$ cat src/rtl/alzette_ise_seq.sv
// Sequential Alzette ARX-box instruction-set extension.
// Accepts one (x, y, imm) request, runs the four Alzette quarter-steps over
// 4/UNROLL BUSY cycles and holds the selected half in DONE until consumed.
// Optional feature macro: ALZETTE_ISE_DEC_EN adds the inverse (decrypt)
// datapath. Without it, decrypt requests complete at once with rsp_err=1.
// UNROLL must be 1, 2 or 4 so the quarter counter lands exactly on 4.
module alzette_ise_seq #(
  parameter int UNROLL = 1
) (
  input  logic        g_clk,
  input  logic        g_resetn,
  input  logic        flush,
  input  logic        req_valid,
  output logic        req_ready,
  input  logic [31:0] rs1,
  input  logic [31:0] rs2,
  input  logic [2:0]  imm,
  input  logic        op_enc,
  input  logic        op_x,
  output logic        rsp_valid,
  input  logic        rsp_ready,
  output logic [31:0] rd,
  output logic        rsp_err
);

  localparam logic [1:0] S_IDLE = 2'd0;
  localparam logic [1:0] S_BUSY = 2'd1;
  localparam logic [1:0] S_DONE = 2'd2;

  localparam logic [2:0] STEP = 3'(UNROLL);
  localparam logic [2:0] LAST = 3'(4 - UNROLL);

  function automatic logic [31:0] ror32(input logic [31:0] v, input logic [4:0] n);
    return 32'({v, v} >> n);
  endfunction

  function automatic logic [31:0] rcon(input logic [2:0] i);
    logic [31:0] c;
    case (i)
      3'd0:    c = 32'hB7E15162;
      3'd1:    c = 32'hBF715880;
      3'd2:    c = 32'h38B4DA56;
      3'd3:    c = 32'h324E7738;
      3'd4:    c = 32'hBB1185EB;
      3'd5:    c = 32'h4F7C7B57;
      3'd6:    c = 32'hCFBFA1C8;
      default: c = 32'hC2B3293D;
    endcase
    return c;
  endfunction

  // Forward quarter k: x += ror(y,r); y ^= ror(x,s); x ^= c. Returns {x, y}.
  function automatic logic [63:0] enc_q(input logic [31:0] x, input logic [31:0] y,
                                        input logic [31:0] c, input logic [1:0] k);
    logic [4:0]  r;
    logic [4:0]  s;
    logic [31:0] xa;
    logic [31:0] yb;
    case (k)
      2'd0:    begin r = 5'd31; s = 5'd24; end
      2'd1:    begin r = 5'd17; s = 5'd17; end
      2'd2:    begin r = 5'd0;  s = 5'd31; end
      default: begin r = 5'd24; s = 5'd16; end
    endcase
    xa = x + ror32(y, r);
    yb = y ^ ror32(xa, s);
    return {xa ^ c, yb};
  endfunction

`ifdef ALZETTE_ISE_DEC_EN
  // Inverse quarter k (rotation pairs in reverse order): undoes enc_q exactly.
  function automatic logic [63:0] dec_q(input logic [31:0] x, input logic [31:0] y,
                                        input logic [31:0] c, input logic [1:0] k);
    logic [4:0]  r;
    logic [4:0]  s;
    logic [31:0] xa;
    logic [31:0] yb;
    case (k)
      2'd0:    begin r = 5'd24; s = 5'd16; end
      2'd1:    begin r = 5'd0;  s = 5'd31; end
      2'd2:    begin r = 5'd17; s = 5'd17; end
      default: begin r = 5'd31; s = 5'd24; end
    endcase
    xa = x ^ c;
    yb = y ^ ror32(xa, s);
    return {xa - ror32(yb, r), yb};
  endfunction
`endif

  logic [1:0]  r_state;
  logic [2:0]  r_cnt;
  logic [31:0] r_x;
  logic [31:0] r_y;
  logic [2:0]  r_imm;
  logic        r_opx;
  logic [31:0] r_rd;
  logic        r_err;
  logic        r_alive;
`ifdef ALZETTE_ISE_DEC_EN
  logic        r_enc;
`endif

  logic [31:0]             w_c;
  logic                    w_unsup;
  logic [UNROLL:0][31:0]   w_x;
  logic [UNROLL:0][31:0]   w_y;

  assign w_c    = rcon(r_imm);
  assign w_x[0] = r_x;
  assign w_y[0] = r_y;

`ifdef ALZETTE_ISE_DEC_EN
  assign w_unsup = 1'b0;
`else
  assign w_unsup = ~op_enc;
`endif

  // Chain of UNROLL quarter-steps, starting at the current quarter index.
  for (genvar j = 0; j < UNROLL; j++) begin : g_q
    logic [1:0]  w_k;
    logic [63:0] w_e;
    assign w_k = r_cnt[1:0] + 2'(j);
    assign w_e = enc_q(w_x[j], w_y[j], w_c, w_k);
`ifdef ALZETTE_ISE_DEC_EN
    logic [63:0] w_d;
    assign w_d = dec_q(w_x[j], w_y[j], w_c, w_k);
    assign {w_x[j+1], w_y[j+1]} = r_enc ? w_e : w_d;
`else
    assign {w_x[j+1], w_y[j+1]} = w_e;
`endif
  end

  assign req_ready = (r_state == S_IDLE) && r_alive;
  assign rsp_valid = (r_state == S_DONE);
  assign rd        = r_rd;
  assign rsp_err   = r_err;

  // Holds req_ready low until the first edge after reset release.
  always_ff @(posedge g_clk or negedge g_resetn) begin
    if (!g_resetn) r_alive <= 1'b0;
    else           r_alive <= 1'b1;
  end

  // Control FSM and datapath state; flush overrides every handshake.
  always_ff @(posedge g_clk or negedge g_resetn) begin
    if (!g_resetn) begin
      r_state <= S_IDLE;
      r_cnt   <= '0;
      r_x     <= '0;
      r_y     <= '0;
      r_imm   <= '0;
      r_opx   <= 1'b0;
      r_rd    <= '0;
      r_err   <= 1'b0;
`ifdef ALZETTE_ISE_DEC_EN
      r_enc   <= 1'b0;
`endif
    end else if (flush) begin
      r_state <= S_IDLE;
      r_cnt   <= '0;
      r_err   <= 1'b0;
    end else begin
      case (r_state)
        S_IDLE: if (req_valid && req_ready) begin
          r_imm <= imm;
          r_opx <= op_x;
          r_cnt <= '0;
`ifdef ALZETTE_ISE_DEC_EN
          r_enc <= op_enc;
`endif
          if (w_unsup) begin
            // Unsupported op: no computation, x/y left untouched.
            r_state <= S_DONE;
            r_rd    <= '0;
            r_err   <= 1'b1;
          end else begin
            r_x     <= rs1;
            r_y     <= rs2;
            r_state <= S_BUSY;
          end
        end
        S_BUSY: begin
          r_x   <= w_x[UNROLL];
          r_y   <= w_y[UNROLL];
          r_cnt <= r_cnt + STEP;
          if (r_cnt == LAST) begin
            r_state <= S_DONE;
            r_rd    <= r_opx ? w_x[UNROLL] : w_y[UNROLL];
            r_err   <= 1'b0;
          end
        end
        S_DONE: if (rsp_ready) begin
          r_state <= S_IDLE;
          r_err   <= 1'b0;
        end
        default: r_state <= S_IDLE;
      endcase
    end
  end

endmodule

$ cat config.mk
export PLATFORM = sky130hd
export DESIGN_NAME = alzette_ise_seq
export DESIGN_NICKNAME = d
export VERILOG_FILES = /design/src/rtl/alzette_ise_seq.sv
export SDC_FILE = /design/constraint.sdc
export NUM_CORES = 1
export LEC_CHECK = 0
export BUFFER_PORTS_ARGS = -buffer_cell sky130_fd_sc_hd__buf_4
export CAP_MARGIN = 20
export CORE_AREA = 2 2 105 208
export CTS_CLUSTER_DIAMETER = 120
export CTS_CLUSTER_SIZE = 14
export DETAILED_ROUTE_END_ITERATION = 7
export DIE_AREA = 0 0 107 210
export GPL_TIMING_DRIVEN = 0
export PLACE_DENSITY = 0.73
export SLEW_MARGIN = 25
export SYNTH_ARGS = -nofsm -noshare
export SYNTH_HDL_FRONTEND = slang
export SYNTH_SLANG_ARGS = --single-unit
export TNS_END_PERCENT = 50
$ cat constraint.sdc
create_clock -name g_clk -period 7.3 [get_ports g_clk]
set_input_delay 0 -clock g_clk [delete_from_list [all_inputs] [get_ports g_clk]]
set_output_delay 0 -clock g_clk [all_outputs]
set_load 0.02 [all_outputs]
Yosys cells after proc, flatten, opt, wreduce, memory -nomap -nowiden
Index checks and enable logic that the tools add are counted.
- shift operators: 2
- reduce and logical (&&, ||, !) cells: 14
- add/subtract/negate cells: 2
- magnitude comparators: 0
- equality and inequality tests: 19
- divide/modulo/power cells: 0
- multiply operators: 0
- multiplexer cells: 29
- bitwise operators: 3
- operator list (operator ; number):
    $mux 32 ; 8
    $pmux 32 s7 ; 1
    $pmux 32 s2 ; 3
    $shr 64x5->32 ; 2
    $xor 32x32->32 ; 2
    $add 32x32->32 ; 1
    $pmux 5 s3 ; 1
    $pmux 4 s3 ; 1
    $mux 2 ; 5
    $reduce_and 5->1 ; 2
    $eq 3x2->1 const B ; 3
    $eq 3x3->1 const B ; 3
    $mux 3 ; 2
    $ne 2x2->1 const B ; 3
    $ne 3x2->1 const B ; 2
    $ne 3x3->1 const B ; 2
    $pmux 2 s3 ; 1
    $pmux 3 s2 ; 1
    $reduce_and 3->1 ; 2
    $mux 1 ; 5
    $eq 2x1->1 const B ; 2
    $eq 2x2->1 const B ; 2
    $logic_not 2->1 ; 2
    $reduce_and 4->1 ; 1
    other kinds (11) ; 12
- bits in registers: 107
- memories kept: 0
- latch bits: 0
- ROM bits: 0
- bits in writable memories: 0
- output and inout bits: 35
- input bits: 74
- word-level logic and storage cells: 78

Depth between registers and ports, before layout
Gate-level depths: netlist of run 1.
- depth after elaboration: 9
- gate-level depth with buffers: 23
- depth with buffers taken out: 20

Worst setup path after synthesis of run 1
No wires, ideal clock.
- path kind: register to register
- start: register r_cnt[0]
- end: register r_y[4]
- slack: 1.589 ns
- data required time: 7.231 ns
- path buffers: 5
- data arrival time: 5.642 ns
- period minus slack after synthesis: 5.711 ns
- stages on the path, launching flop included: 24
- setup time: 0.069 ns
- path through: dfrtp_1 > inv_1 > ha_1 > clkbuf_1 > inv_1 > clkbuf_1 > clkbuf_1 > buf_2 > buf_2 > mux2i_1 > mux2i_1 > ha_1 > inv_1 > fa_1 > nand2b_1 > a21oi_1 > o21ai_0 > a2111oi_0 > nor4_1 > o21ai_0 > nor2_1 > or3_1 > a2111o_1 > nand3_1
- cells in the longest elaborated chain, start to end: 7
- elaborated cells on any way between the ends: 10
- those cells by class: add/sub: 1; eq/ne: 2; shift: 2; mux: 3; bitwise: 1; reduce/logical: 1
- ends and longest elaborated chain (what ; RTL line ; RTL):
    start: declaration ; 91 ; logic [2:0] r_cnt;
    start signal: assignment ; 185 ; r_cnt <= r_cnt + STEP;
    $eq 2x2->1, or another cell as far along ; 59 ; case (k)
    $pmux 5 s3 ; 59 ;
    $shr 64x5->32 ; 34 ; return 32'({v, v} >> n);
    $add 32x32->32 ; 65 ; xa = x + ror32(y, r);
    $shr 64x5->32 * ; 34 ;
    $xor 32x32->32 * ; 66 ; yb = y ^ ror32(xa, s);
    $pmux 32 s2 * ; 163 ; case (r_state)
    end signal: assignment ; 178 ; r_y <= rs2;
    end signal: assignment ; 184 ; r_y <= w_y[UNROLL];
    end: declaration ; 93 ; logic [31:0] r_y;
Mark *: on every way between the ends. The rest lies on a longest branch, timed or not.
A chain may end at the register's enable or synchronous reset.

Worst setup path in the final report of run 1
- start: register r_cnt[0]
- end: register r_y[29]
Same word-level chain as after synthesis.

==> results of run 1 <==
## final cells by class
class / instances / area (µm²) / area share
multi-input cells: 1109 / 8140 / 0.602
clock inverters: 7 / 81.3 / 0.00601
inverters: 24 / 97.6 / 0.00721
diodes: 1 / 2.50 / 0.000185
repair buffers: 182 / 1550 / 0.114
well taps: 269 / 337 / 0.0249
plain buffers: 101 / 425 / 0.0314
flip-flops and latches: 107 / 2680 / 0.198
clock buffers: 9 / 225 / 0.0166
## sequential cells by signal (all words and copies together), names as in the netlist
register  flops
rsp_err       1
rd           32
r_alive       1
r_x          32
r_y          32
r_imm         3
r_cnt         3
r_opx         1
r_state       2
## tightest hold or removal path, stage by stage
cell and delay (ns):
buf_4 0.08, mux2i_1 0.07, o21ai_0 0.20
## cell usage after synthesis (28+ instances only)
master,count
dfrtp_1,107
mux2i_1,209
a22oi_1,28
nand3_1,31
ha_1,46
nor3_1,29
xor2_1,42
clkbuf_1,76
xnor2_1,42
a21oi_1,92
nand2_1,142
o21ai_0,92
nor2_1,88
## cells by family (layout without fill, tap and decap cells)
family,Yosys count,after routing,share of synthesized area
xor+xnor,86,86,0.0683
buf+inv,129,323,0.0461
simple gates,372,372,0.152
fa+ha+maj,47,47,0.0530
other cells,1,2,0.000334
flops,107,107,0.238
compound gates,362,362,0.207
mux,241,241,0.235
## repair_timing
item / CTS / global route
resized for setup: 12 / 24
endpoints found under the setup margin: 66 / 57
hold buffers: 69 / 0
pin swaps: 0 / 1
buffers inserted: 1 / 5
endpoints found under the hold margin: 177 / 0
## worst paths after layout
check / endpoint / from / cells after the start
setup / recovery: r_y[29] / r_cnt[0] / 19
hold / removal: r_x[22] / rs1[22] / 3
setup reg to reg: r_y[29] / r_cnt[0] / 19
hold reg to reg: rd[3] / rd[3] / 2
max in group asynchronous: rd[27] / g_resetn / 2
min in group asynchronous: r_opx / g_resetn / 2
## layer usage
metal | wire (µm) | share of wire | vias up
met2 | 26100 | 0.48 | 838
li1 | - | - | 5338
met5 | 0 | 0 | -
met4 | 6620 | 0.12 | 0
met3 | 4130 | 0.076 | 291
met1 | 17400 | 0.32 | 5927
## metrics by stage
stage,setup TNS [ns],util,hold WS [ns]
floorplan,0,-,-0.296
global placement,-25.66,0.592,0.234
detailed placement,-27.86,0.592,0.217
CTS,0,0.641,0.00581
global route,-0.0212,0.647,0.0145
finish,-0.192,0.647,0.00951
==> impl_results.md, run 1 <==
- Routed vias/inst: 6.85
- Setup slack on the worst flop-to-flop path: -0.07 ns
- Async S/R FF share, synth: 1.00
- Slew Limit Headroom: 0.332
- Ranking of synthesized cells by area: dfrtp_1, mux2i_1, ha_1, nand2_1, a21oi_1
- Min-Delay Path Class: input pin to flop
- Max incr delay on CP: between 0.6 and 0.7 ns
- Crit-path slowest cell: a22oi_2
- Cell taking the most area after synthesis: dfrtp_1
- Crit path capture type: flop
- Port bufs: roughly 110
- Buffers & Inverters on Critical Path: 6
- CTS HTree Levels: 3
- Post-Synthesis Cells: approximately 1,300
- Die height: ~210 µm
- Outcome: finished with violations
- Layout Nets: between 1,500 and 2,000
- Area Overhead vs Synth: 20.4%
- Yosys warnings: 0
- Initial Util: 0.537
- Clk Latency, worst-skew pair: between 0.3 and 0.4 ns
- CTS Buffer Depth: 2
- Rows: 75
- Synth top area share: 0.238
- Crit share post-route: 1.01
- Final setup margin: -0.0736 ns
- Final WL: between 50 and 60 mm
- Post-Layout Inst Area: approximately 14,000 µm²
- Initial antenna violation count: 0
- Violated checks: setup timing
- Vias post-DR: 12,400
- Worst setup path class: flop to flop
- Die Wd: around 110 µm
- Worst-Margin Slew: 0.995 ns
- CTS tree: yes
- Top Usage Layer GRT: met2
- Clk root buf: clkbuf_16
- Gr usage total: 0.482
- Die ar.: between 20,000 and 25,000 µm²
- Syn_area_per_cell: 8.36 µm²
- DP Area: roughly 12,000 µm²
- Clock buffers created by TritonCTS: 9
- First-pass GRT wire length: roughly 80 mm
- Drt initial violations: approximately 1,400
- Non-Filler Instances: between 1,500 and 2,000
- Commonest non-fill, non-tap cell in the layout: mux2i_1
- Fraction of layout cells with a size suffix above 1: 0.146
- DP Cell Count: 1,721
- Cell variety after synth: 76
- Post-Syn Nets: ~1,500
- CP Cell Sequence: inv_1, ha_1, clkbuf_2, buf_1, buf_2, buf_2, mux2i_1, ha_1, buf_2, a21oi_1, o21ai_0, a22oi_2, a21oi_1, a211oi_2, mux2i_1, and2_1, a211oi_1, o2111a_1, nor3_1
- Top FF cell, synth: dfrtp_1
- Post-synth EDFFs: 0
- DRC Markers: 0
- Critical Path AT: between 7 and 8 ns
- Register area share after synthesis: 0.238
- Final Setup Violations: 4
- Slew Viols, Final: 0
- Place WS: -0.900 ns
- WP data required: 7.57 ns
- Most frequent CP cell: buf_2
- Max-cap violations: 0
- Global Route met1 Usage: 0.485
- Routability Congestion: ~1.1
- Total congestion overflow: 0
- CP top delay family: compound AO/OA/AOI/OAI gates
- CP Max Fanout: 10
- M3 GR Usage: 0.105
- FILL cells: ~1,800
- Clock transition at path regs: ~0.08 ns
- Vias in the first global route: 12,200
- Commonest cells after routing, fill and taps aside: mux2i_1, nand2_1, buf_4
- Clock skew: between 0.01 and 0.015 ns
- Final min period: around 7.4 ns
- Synthesized flop and latch total: between 100 and 150
- Final Hold Vio Count: 0
- HPWL Detailed: between 40 and 50 mm
- Max Freq: roughly 140 MHz
- Num ports: ~110
- DRT antenna net count: 0
- Synth Cell Area: 11,200 µm²
- Initial DRT Pass Iterations: 5
- CP startpoint kind: flop
- Met2 Use GR: 0.801
- Core area: about 21,000 µm²
- Clock net sink count: around 110
- Largest net degree at the start of global routing: roughly 110
- Routed len/inst: around 30 µm
Power of run 1 is left out: the tool's default activity adds up to more than one toggle a clock period on the data nets, which glitch-free logic cannot reach.
==> run 2, diff against run 1 <==
--- a/config.mk
+++ b/config.mk
@@ -8,12 +8,13 @@
 export BUFFER_PORTS_ARGS = -buffer_cell sky130_fd_sc_hd__buf_4
 export CAP_MARGIN = 20
 export CORE_AREA = 2 2 105 208
+export CTS_BUF_LIST = sky130_fd_sc_hd__clkbuf_2 sky130_fd_sc_hd__clkbuf_4 sky130_fd_sc_hd__clkbuf_8
 export CTS_CLUSTER_DIAMETER = 120
 export CTS_CLUSTER_SIZE = 14
 export DETAILED_ROUTE_END_ITERATION = 7
 export DIE_AREA = 0 0 107 210
 export GPL_TIMING_DRIVEN = 0
-export PLACE_DENSITY = 0.73
+export PLACE_DENSITY_LB_ADDON = 0.05
 export SLEW_MARGIN = 25
 export SYNTH_ARGS = -nofsm -noshare
 export SYNTH_HDL_FRONTEND = slang
==> impl_results.md, run 2 (synthesized netlist as in run 1, its figures left out) <==
- Reg2reg start: r_cnt[0]
- Initial DRT Pass Iterations: 6
- Area Overhead vs Synth: 18.9%
- Fraction of layout cells with a size suffix above 1: 0.137
- Die height: around 210 µm
- Worst setup path class: flop to flop
- CP top delay family: compound AO/OA/AOI/OAI gates
- Commonest cells after routing, fill and taps aside: mux2i_1, nand2_1, buf_4
- CTS Buffer Depth: 2
- Crit share post-route: 0.997
- Slew Limit Headroom: 0.287
- Final Setup Violations: 0
- HPWL Detailed: 41.2 mm
- Drt initial violations: ~1,100
- DRT antenna net count: 0
- Clock buffers created by TritonCTS: 9
- Vias in the first global route: 12,300
- Crit path capture: r_y[15]
- Routed vias/inst: ~6.7
- Multi-input logic area: around 8000 µm²
- Clock net sink count: 107
- Die ar.: approximately 22,000 µm²
- Layout Nets: 1,653
- Clock transition at path regs: 0.12 ns
- Crit path capture type: flop
- Crit-path slowest cell: mux2i_1
- Outcome: finished, final reports clean
- Slew Viols, Final: 0
- Register area: about 2700 µm²
- Vias post-DR: between 10,000 and 15,000
- Crit path from: r_cnt[0]
- FILL cells: 1,823
- CP startpoint kind: flop
- Routed len/inst: a little under 30 µm
- First-pass GRT wire length: about 76 mm
- Core area: about 21,000 µm²
- Final Hold Vio Count: 0
- FF-to-FF path depth: 18
- CP Cell Sequence: inv_1, ha_1, clkbuf_2, buf_1, buf_2, buf_2, mux2i_1, ha_1, a21oi_1, o21ai_0, a211o_1, a31oi_1, o21bai_1, xnor2_2, o221ai_1, o21ai_1, mux2i_1, a21oi_1
- Largest net degree at the start of global routing: approximately 110
- Initial antenna violation count: 2
- Routability Congestion: approximately 1.1
- Total congestion overflow: 0
- Max-cap violations: 0
- Initial Util: 0.537
- CTS tree: yes
- CTS HTree Levels: 3
- Buffers & Inverters on Critical Path: 5
- CP Max Fanout: 10
- DP Area: 12,400 µm²
- Max Freq: roughly 140 MHz
- Critical Path AT: around 7.6 ns
- Stages on the worst setup path: 18
- Die Wd: around 110 µm
- Hold depth: 4
- RSZ-0062 raised after global routing: false
- DRC Markers: 0
- Gr usage total: 0.472
- Worst-Margin Slew: roughly 1.1 ns
- Commonest non-fill, non-tap cell in the layout: mux2i_1
- Final WL: approximately 53 mm
- Setup slack on the worst flop-to-flop path: 0.02 ns
- Clock skew: slightly below 0.009 ns
- Post-Layout Inst Area: approximately 13,000 µm²
- Num ports: 109
- Clk root buf: clkbuf_8
- Rows: 75
- Max incr delay on CP: between 0.6 and 0.7 ns
- Clk Latency, worst-skew pair: about 0.45 ns
- WP data required: ~7.6 ns
- Min-Delay Path Class: input pin to flop
- Final min period: ~7.3 ns
- Reg2reg end: r_y[15]
- Port bufs: between 100 and 150
## run 2: cell types whose count changed in the layout (fill, tap and decap cells not counted), moves of 2 or more
cell,delta
buf_4,-5
clkbuf_16,-9
clkbuf_8,+9
dlygate4sd3_1,+2
mux2i_1,+3
mux2i_2,-3
## run 2: through the flow
| stage | hold WS, ns | cells | TNS [ns] | setup WS (ns) | util |
|---|---|---|---|---|---|
| final | 0.0405 | 1806 | 0 | 0.0188 | 0.639 |
| after global routing | 0.0839 | 1805 | 0 | 0.0353 | 0.639 |
| after CTS | 0.0299 | 1807 | 0 | 0.0443 | 0.636 |
| after detailed placement | 0.211 | 1721 | -20.08 | -0.669 | 0.592 |
| after global placement | 0.233 | 1721 | -16.65 | -0.610 | 0.592 |
| after floorplan | -0.296 | 1345 | 0 | 1.59 | - |
## run 2: per-layer routing
metal,vias to the layer above,global-route usage,part of all wire
met5,-,0,0
met4,0,0.485,0.13
met3,290,0.110,0.078
met2,718,0.782,0.48
met1,5812,0.457,0.31
li1,5326,-,-
## run 2: area by class of cell
type / instances / share of cell area
timing repair buffer: 179 / 0.114
tap: 269 / 0.0252
multi-input combinational: 1109 / 0.607
clock inverter: 6 / 0.00459
buffer: 102 / 0.0322
sequential: 107 / 0.200
clock buffer: 9 / 0.00927
antenna: 1 / 0.000187
inverter: 24 / 0.00730
## run 2: what timing repair did
item / in CTS / in global routing
endpoints found under the setup margin: 63 / 50
hold buffers: 71 / 0
buffers inserted: 1 / 0
endpoints found under the hold margin: 180 / 0
gates resized for setup: 12 / 16
## run 2: worst min-delay path by stage
stage	from	to	slack (ns)
2_1_floorplan	g_resetn	r_alive	-0.30
3_3_place_gp	rs2[27]	r_y[27]	0.23
3_5_place_dp	g_resetn	rsp_err	0.21
4_1_cts	rs2[13]	r_y[13]	0.03
5_1_grt	rs2[13]	r_y[13]	0.08
6_report	rs2[13]	r_y[13]	0.04
## run 2: worst min-delay path: cells and delay by family
kind,cells,cell delay [ns]
buffers and inverters,1,0.10
AOI/OAI and AO/OA,3,0.36
Power of run 2 is left out for the same reason.
==> run 3, diff against run 2 <==
--- a/config.mk
+++ b/config.mk
@@ -7,14 +7,15 @@
 export LEC_CHECK = 0
 export BUFFER_PORTS_ARGS = -buffer_cell sky130_fd_sc_hd__buf_4
 export CAP_MARGIN = 20
-export CORE_AREA = 2 2 105 208
+export CORE_AREA = 2 2 112 195
 export CTS_BUF_LIST = sky130_fd_sc_hd__clkbuf_2 sky130_fd_sc_hd__clkbuf_4 sky130_fd_sc_hd__clkbuf_8
 export CTS_CLUSTER_DIAMETER = 120
 export CTS_CLUSTER_SIZE = 14
 export DETAILED_ROUTE_END_ITERATION = 7
-export DIE_AREA = 0 0 107 210
+export DIE_AREA = 0 0 114 197
 export GPL_TIMING_DRIVEN = 0
 export PLACE_DENSITY_LB_ADDON = 0.05
+export RECOVER_POWER = 100
 export SLEW_MARGIN = 25
 export SYNTH_ARGS = -nofsm -noshare
 export SYNTH_HDL_FRONTEND = slang
==> impl_results.md, run 3 (synthesized netlist as in run 1, its figures left out) <==
- DRC Markers: 0
- WP data required: approximately 7.6 ns
- Max-cap violations: 1
- CP startpoint kind: flop
- Core Util, Final: 0.632
- Largest net degree at the start of global routing: ~110
- Vias in the first global route: roughly 12,000
- CP Cell Sequence: inv_1, ha_1, clkbuf_2, clkbuf_1, buf_2, buf_2, mux2i_1, ha_1, clkbuf_1, a21oi_1, o21ai_0, a221oi_2, nand2_1, a31oi_1, xnor2_1, mux4_2, mux2i_1, xor2_1, o21ai_0
- Critical Path AT: 7.55 ns
- Initial antenna violation count: 1
- Vias post-DR: 12,000
- Final WL: between 50 and 60 mm
- Met2 routed WL: approximately 24 mm
- Worst-Margin Slew: 6.07 ns
- Violated checks: capacitance limit, slew limit
- Clk Latency, worst-skew pair: roughly 0.44 ns
- Clock net sink count: between 100 and 150
- Reg2reg end: rd[26]
- Setup slack on the worst flop-to-flop path: about 0.069 ns
- Hold Path End: r_y[13]
- Final Setup Violations: 0
- Final Hold Vio Count: 0
- First-pass GRT wire length: 72.8 mm
- Num ports: 109
- Routed len/inst: 28.1 µm
- Crit path capture type: flop
- Post-Layout Inst Area: approximately 13,000 µm²
- Initial Util: 0.539
- Max Freq: roughly 140 MHz
- Die Wd: 114 µm
- Commonest non-fill, non-tap cell in the layout: mux2i_1
- Crit-path slowest cell: mux4_2
- Max Used Layer: met4
- Max incr delay on CP: between 0.6 and 0.7 ns
- Final min period: about 7.2 ns
- Commonest cells after routing, fill and taps aside: mux2i_1, nand2_1, dfrtp_1
- CTS HTree Levels: 3
- Slew Viols, Final: 108
- Drt initial violations: around 1,100
- Routed vias/inst: 6.70
- Crit share post-route: 0.990
- Crit path from: r_cnt[0]
- Clock skew: roughly 0.013 ns
- Initial DRT Pass Iterations: 5
- Hold depth: 4
- DP Area: about 12,000 µm²
- Die ar.: roughly 22,000 µm²
- Layout Nets: approximately 1,700
- Core area: around 21,000 µm²
- Clock buffers created by TritonCTS: 9
- Clk root buf: clkbuf_8
- CP Max Fanout: 10
- Rows: 70
- Total congestion overflow: 0
- Routed wl met3: 3.39 mm
- Slew Limit Headroom: -3.05
- DRT antenna net count: 0
- Min-Delay Path Class: input pin to flop
- CTS Buffer Depth: 2
- Routability Congestion: 1.06
- Outcome: finished with violations
- M1 wire length: around 17 mm
- Clock transition at path regs: 0.12 ns
- Port bufs: ~110
- CTS tree: yes
- Worst Min Path Start: rs2[13]
- Gr usage total: 0.446
- RSZ-0062 raised after global routing: false
- Fraction of layout cells with a size suffix above 1: 0.105
- Area Overhead vs Synth: 17.1%
- HPWL Detailed: ~40 mm
- Worst setup path class: flop to flop
- Reg2reg start: r_cnt[0]
- Die height: between 150 and 200 µm
- FF-to-FF path depth: 19
- Hold Slack: approximately 0.015 ns
-- run 3: cell types whose count changed in the layout (fill, tap and decap cells not counted), moves of 4 or more --
| cell | previous run | this run |
|---|---|---|
| and2_0 | 0 | 4 |
| and2_1 | 15 | 11 |
| buf_4 | 108 | 74 |
| clkbuf_1 | 67 | 104 |
| mux2i_1 | 204 | 210 |
| mux2i_2 | 6 | 0 |
-- run 3: worst max-delay path by stage --
stage,end,cells after the start
final,rd[26],19
after global placement,rd[3],21
after detailed placement,rd[24],21
after global routing,rd[3],20
after floorplan,r_y[4],23
after CTS,rd[3],21
-- run 3: cell type report --
type                       instances  area, µm²
fill                            1942       7680
antenna                            2       5.00
timing repair buffer             178       1380
clock buffer                       9        124
multi-input combinational       1109       8050
tap                              252        315
inverter                          24       97.6
buffer                           100        420
sequential                       107       2680
clock inverter                     7       91.3
-- run 3: repair_timing --
item | 4_1_cts | 5_1_grt
gates resized for setup | 10 | 10
endpoints found under the setup margin | 59 | 23
hold buffers | 70 | 0
buffers inserted | 1 | 0
endpoints found under the hold margin | 180 | 0
-- run 3: layer usage --
layer  up-vias  GRT usage
li1       5313          -
met4         0      0.385
met3       239     0.0704
met2       699      0.751
met5         -          0
met1      5729      0.479
-- run 3: critical path: cells and delay by family (launching register included) --
family          cells  cell delay, ns
simple gates        1            0.30
flops               1            0.46
xor+xnor            2            0.53
fa+ha+maj           2            0.84
buf+inv             6            1.94
compound gates      5            1.46
mux                 3            1.57
-- run 3: per-stage QoR --
| step | setup WS (ns) | instances | TNS, ns |
|---|---|---|---|
| after floorplan | 1.59 | 1345 | 0 |
| after global placement | -0.597 | 1704 | -10.12 |
| after detailed placement | -0.710 | 1704 | -13.25 |
| after CTS | 0.0118 | 1789 | 0 |
| after global routing | 0.0355 | 1786 | 0 |
| final | 0.0694 | 1788 | 0 |
Power of run 3 is left out for the same reason.
